$ cat src/rtl/periferico_hs_rx_fifo_pkg.sv
// Package for the peripheral-side handshake receiver.
// Holds the handshake state encoding shared by the receiver FSM and any
// block that needs to decode it (the CPU-side sender uses the same values).
package periferico_hs_rx_fifo_pkg;

    // Two-state 4-phase receiver: waiting for a request, or holding ack.
    typedef enum logic {
        S_IDLE = 1'b0,
        S_ACK  = 1'b1
    } hs_state_e;

    // Narrowest legal synchroniser depth.
    localparam int SYNC_STAGES_MIN = 2;

endpackage

$ cat src/rtl/periferico_sync_fifo.sv
// Single-clock first-word-fall-through FIFO.
// Ports:
//   clk, rst      clock, synchronous active-high reset (pointers/occupancy only)
//   push, din     write request and word; ignored while full
//   pop           read request; ignored while empty
//   dout          head of FIFO, meaningful while empty=0
//   full, empty   occupancy flags derived from the registered level
//   level         occupancy 0..DEPTH
module periferico_sync_fifo #(
    parameter int DATA_W = 2,
    parameter int DEPTH  = 4
) (
    input  logic                     clk,
    input  logic                     rst,
    input  logic                     push,
    input  logic [DATA_W-1:0]        din,
    input  logic                     pop,
    output logic [DATA_W-1:0]        dout,
    output logic                     full,
    output logic                     empty,
    output logic [$clog2(DEPTH):0]   level
);

    localparam int AW = $clog2(DEPTH);
    localparam logic [AW:0] FULL_LVL = (AW+1)'(DEPTH);

    logic [DATA_W-1:0] mem [DEPTH];
    logic [AW-1:0]     wr_ptr;
    logic [AW-1:0]     rd_ptr;
    logic [AW:0]       cnt;
    logic              do_push;
    logic              do_pop;

    // Flags come from the registered count, so a pop in the same cycle does
    // not make room for a push until the next cycle.
    assign full    = (cnt == FULL_LVL);
    assign empty   = (cnt == '0);
    assign do_push = push & ~full;
    assign do_pop  = pop & ~empty;
    assign level   = cnt;
    assign dout    = mem[rd_ptr];

    always_ff @(posedge clk) begin
        if (rst) begin
            wr_ptr <= '0;
            rd_ptr <= '0;
            cnt    <= '0;
        end else begin
            if (do_push) wr_ptr <= wr_ptr + AW'(1);
            if (do_pop)  rd_ptr <= rd_ptr + AW'(1);
            case ({do_push, do_pop})
                2'b10:   cnt <= cnt + (AW+1)'(1);
                2'b01:   cnt <= cnt - (AW+1)'(1);
                default: cnt <= cnt;
            endcase
        end
    end

    // Storage carries no reset; stale entries are never visible because
    // empty gates the head.
    always_ff @(posedge clk) begin
        if (do_push) mem[wr_ptr] <= din;
    end

endmodule

$ cat src/rtl/periferico_hs_rx_fifo.sv
// Peripheral-side receiver for the CPU's 4-phase send/ack handshake.
// Synchronises send, captures one word per handshake into a FIFO, withholds
// ack while the FIFO is full, and presents words through an FWFT valid/ready
// port.
// Ports:
//   clk1, rst1   peripheral clock, synchronous active-high reset
//   send         CPU request, asynchronous to clk1
//   dataInput    CPU word, held stable while send=1
//   ack          registered acknowledge back to the CPU
//   out_valid    FIFO not empty
//   out_data     FIFO head
//   out_ready    consumer takes the head this cycle
//   level        FIFO occupancy 0..DEPTH
//   stalled      request seen but FIFO full
//   words_rcvd   accepted-word counter, wraps silently
module periferico_hs_rx_fifo
    import periferico_hs_rx_fifo_pkg::*;
#(
    parameter int DATA_W      = 2,
    parameter int DEPTH       = 4,
    parameter int SYNC_STAGES = 2,
    parameter int CNT_W       = 8
) (
    input  logic                     clk1,
    input  logic                     rst1,
    input  logic                     send,
    input  logic [DATA_W-1:0]        dataInput,
    output logic                     ack,
    output logic                     out_valid,
    output logic [DATA_W-1:0]        out_data,
    input  logic                     out_ready,
    output logic [$clog2(DEPTH):0]   level,
    output logic                     stalled,
    output logic [CNT_W-1:0]         words_rcvd
);

    logic [SYNC_STAGES-1:0] sync_p;
    logic                   send_s;
    hs_state_e              state;
    hs_state_e              state_nx;
    logic                   push;
    logic                   full;
    logic                   empty;

    // Stage boundary: send crosses into clk1 through SYNC_STAGES flops.
    always_ff @(posedge clk1) begin
        if (rst1) sync_p <= '0;
        else      sync_p <= {sync_p[SYNC_STAGES-2:0], send};
    end

    assign send_s = sync_p[SYNC_STAGES-1];

    // Stage boundary: handshake FSM and ack register.
    always_ff @(posedge clk1) begin
        if (rst1) begin
            state <= S_IDLE;
            ack   <= 1'b0;
        end else begin
            state <= state_nx;
            ack   <= (state_nx == S_ACK);
        end
    end

    // One push per handshake: the push only happens on the IDLE->ACK step,
    // and the FSM cannot leave ACK until send has been seen low.
    always_comb begin
        state_nx = state;
        push     = 1'b0;
        stalled  = 1'b0;
        case (state)
            S_IDLE: begin
                if (send_s) begin
                    if (!full) begin
                        push     = 1'b1;
                        state_nx = S_ACK;
                    end else begin
                        stalled  = 1'b1;
                    end
                end
            end
            S_ACK: begin
                if (!send_s) state_nx = S_IDLE;
            end
            default: state_nx = S_IDLE;
        endcase
    end

    always_ff @(posedge clk1) begin
        if (rst1)      words_rcvd <= '0;
        else if (push) words_rcvd <= words_rcvd + CNT_W'(1);
    end

    periferico_sync_fifo #(
        .DATA_W (DATA_W),
        .DEPTH  (DEPTH)
    ) u_fifo (
        .clk   (clk1),
        .rst   (rst1),
        .push  (push),
        .din   (dataInput),
        .pop   (out_ready),
        .dout  (out_data),
        .full  (full),
        .empty (empty),
        .level (level)
    );

    assign out_valid = ~empty;

endmodule

$ cat config.mk
export PLATFORM = sky130hd
export DESIGN_NAME = periferico_hs_rx_fifo
export DESIGN_NICKNAME = d
export VERILOG_FILES = /design/src/rtl/periferico_hs_rx_fifo_pkg.sv /design/src/rtl/periferico_sync_fifo.sv /design/src/rtl/periferico_hs_rx_fifo.sv
export SDC_FILE = /design/constraint.sdc
export NUM_CORES = 1
export LEC_CHECK = 0
export BUFFER_PORTS_ARGS = -buffer_cell sky130_fd_sc_hd__buf_2
export CORE_UTILIZATION = 52
export CTS_BUF_LIST = sky130_fd_sc_hd__clkbuf_4 sky130_fd_sc_hd__clkbuf_8 sky130_fd_sc_hd__clkbuf_16
export CTS_CLUSTER_SIZE = 28
export DETAILED_ROUTE_END_ITERATION = 8
export PLACE_DENSITY = 0.86
export SETUP_SLACK_MARGIN = 0.15
export SYNTH_ARGS = -nofsm -noshare
export SYNTH_HDL_FRONTEND = slang
export SYNTH_SLANG_ARGS = --single-unit
$ cat constraint.sdc
create_clock -name clk1 -period 3.9 [get_ports clk1]
set_input_delay 0.585 -clock clk1 [delete_from_list [all_inputs] [get_ports clk1]]
set_output_delay 0.585 -clock clk1 [all_outputs]
set_load 0.02 [all_outputs]
==> metrics.yaml <==
synth_warnings: 0
synth-seq-cells: 28
fin_crit_ns: 2.66
dieArea_um2: 2610
drt_pre_antenna_iters: 4
cts_buffer_depth: 2
total_power_w: 0.000632
p_int_w: 0.000436
drive_gt1_share_pct: 20.6
cp-end-kind: "flip-flop"
synth.most_common_cell: "dfxtp_1"
synth_common_cells: "20 x dfxtp_1, 11 x nor2_1, 10 x a21oi_1, 8 x edfxtp_1, 7 x nand3_1"
syn2layout_area_growth_pct: 11.3
totalNegativeSetupSlack_ns: 0
die_x_um: 51.1
worstPathCellList: "nor3b_2, nor2_1, inv_1, ha_1, inv_1, fa_1, xor2_1, or3_1, a21oi_1"
critPathRequiredTime_ns: 4.16
post-cts-setup-buffer-count: 0
powerDensity_nw_per_um2: 453
nNetsFinal: 150
synth-simple-area-share_pct: 18.8
die-height_um: 51.1
cap_viol_max_count: 0
ys_top_cells_by_area: "dfxtp_1 32%, edfxtp_1 19%, ha_1 6.0%"
clkSinkCount: 28
path_max_fanout: 15
clkPwrFrac_pct: 21.9
ys_async_sr_fraction_pct: 0
combPwrFrac_pct: 23.4
grt_max_degree: 22
antenna_left: 0
antennaDiodeCount: 0
drt-total-wl_um: 2310
ctsRootBufferMaster: "clkbuf_4"
synthAdderAreaFrac_pct: 7.58
grt_pass1_vias: 853
syn_area_um2: 1250
clk_pin_slew_worst_paths_ns: 0.14
coreArea_um2: 2230
clock_latency_ns: 0.32
setup_viol: 0
overflow: 0
skew_ns: 0.00383
run_status: "finished, final reports clean"
drt_iter0_drc: 11
num_vias: 930
wl_per_cell_um: 14.1
ys_types: 32
gp_congestion: 0.779
rsz0062_at_grt: "no"
synth_compound_area_share_pct: 9.77
dp_hpwl_um: 1670
post_cts_resized: 0
synth_ff_type: "dfxtp_1"
seqCellArea_um2: 641
critical_path_buf_inv_count: 2
finalHoldViolations: 0
synth_edf_count: 8
multi_input_area_um2: 557
switching_share_pct: 31.0
port_buffers: 21
period_share_pct: 68.3
yosysTopAreaCell: "dfxtp_1"
cts-htree-levels: 1
syn_avg_cell_area_um2: 10.8
syn_nets: 129
min_path_type: "primary input to flip-flop"
synth-xor-area-share_pct: 2.79
drv_slew: 0
crit_family: "simple AND/OR/NAND/NOR gates"
grt_antenna_before_repair: 0
drc_errors: 0
p_seq_share_pct: 54.7
nFillCells: 194
leakage_nw: 0.559
worst_slew_pin_slew_ns: 0.778
vias_per_cell: 5.67
synth_top_family_by_area: "simple AND/OR/NAND/NOR gates"
cp_common_cell: "inv_1"
criticalPathCategory: "flip-flop to flip-flop"
pin_count: 22
initial_core_util_pct: 56.2
hold_buffers: 0
fmax_mhz: 375
muxShareOfSynthArea_pct: 5.38
yosysSeqAreaShare_pct: 51.0
cp-start-kind: "flip-flop"
ir_worst_vdd_mv: 0.233
grt.total_usage_pct: 20.2
cts_buffers: 3
grt_pass1_wl_um: 3770
netlist_instances: 116
netlist.area_leader.share_pct: 31.9
reg2reg_slack_ns: 1.24
cts_tree: "yes"
p_sw_w: 0.000196
critPathMaxStageDelay_ns: 0.69
floorplan.rows: 17
crit_slowest_cell: "nor3b_2"
crit_arrival_ns: 2.93
maxSlewHeadroom_pct: 47.9
## metrics by stage
stage / cells / worst slack, ns / util (%) / instance area [um^2] / hold WS (ns)
after floorplan: 116 / 1.62 / - / 1250 / 0.414
after global placement: 160 / 1.53 / 60.9 / 1360 / 0.419
after detailed placement: 160 / 1.33 / 60.9 / 1360 / 0.438
after CTS: 164 / 1.29 / 62.5 / 1400 / 0.465
after global routing: 164 / 1.08 / 62.5 / 1400 / 0.468
final: 164 / 1.24 / 62.5 / 1400 / 0.467
## cells in the final DEF (no fill, tap or decap), types with 4 or more instances in the layout
cell | synthesis | final
buf_2 | 1 | 21
dfxtp_1 | 20 | 20
nor2_1 | 11 | 11
a21oi_1 | 10 | 10
edfxtp_1 | 8 | 8
nand3_1 | 7 | 7
inv_1 | 6 | 6
ha_1 | 6 | 6
o21ai_0 | 5 | 5
and3_1 | 4 | 4
nor2b_1 | 4 | 4
o31ai_1 | 4 | 4
or4_1 | 4 | 4
## per-layer routing
layer	up-vias	wire length, um	track usage (%)
met5	-	0	0
li1	456	-	-
met1	439	958	21.5
met4	0	70	10.2
met3	10	88	3.57
met2	25	1190	37.5
## power by group through the flow
stage | Sequential [W] | Combinational (W) | Clock, W
detailed placement | 0.000352 | 0.000147 | 0
CTS | 0.000346 | 0.000148 | 0.000138
finish | 0.000346 | 0.000148 | 0.000138
floorplan | 0.000357 | 0.000101 | 0
global route | 0.000350 | 0.000165 | 0.000150
global placement | 0.000348 | 0.000140 | 0
## final timing paths
path | cells after the start | end | from
max | 9 | u_fifo.level[2]$_SDFFE_PP0P_ | u_fifo.level[2]$_SDFFE_PP0P_
min | 2 | sync_p[0]$_SDFF_PP0_ | send
max reg2reg | 9 | u_fifo.level[2]$_SDFFE_PP0P_ | u_fifo.level[2]$_SDFFE_PP0P_
min reg2reg | 1 | sync_p[1]$_SDFF_PP0_ | sync_p[0]$_SDFF_PP0_
## cell families (layout without fill, tap and decap cells)
family,count (synthesis),in the layout
muxes,4,4
buffers and inverters,11,31
adders and majority gates,7,7
and+or+nand+nor,41,41
AOI/OAI and AO/OA,21,21
xor gates and xnor gates,4,4
DFF,28,28
## flip-flops by register name, indices dropped and copies added, names as in the netlist, named ones only
signal and cells:
u_fifo.mem 8, words_rcvd 8, u_fifo.level 3, sync_p 2, u_fifo.rd_ptr 2, u_fifo.wr_ptr 2, state 1
## area by class of cell
cell class,instances,area share (%)
Tap cell,28,2.51
Sequential cell,28,45.9
Clock buffer,4,2.60
Inverter,6,1.61
Timing Repair Buffer,21,7.53
Multi-Input combinational cell,77,39.9
Note: power is estimated with default switching activity, not from simulation.
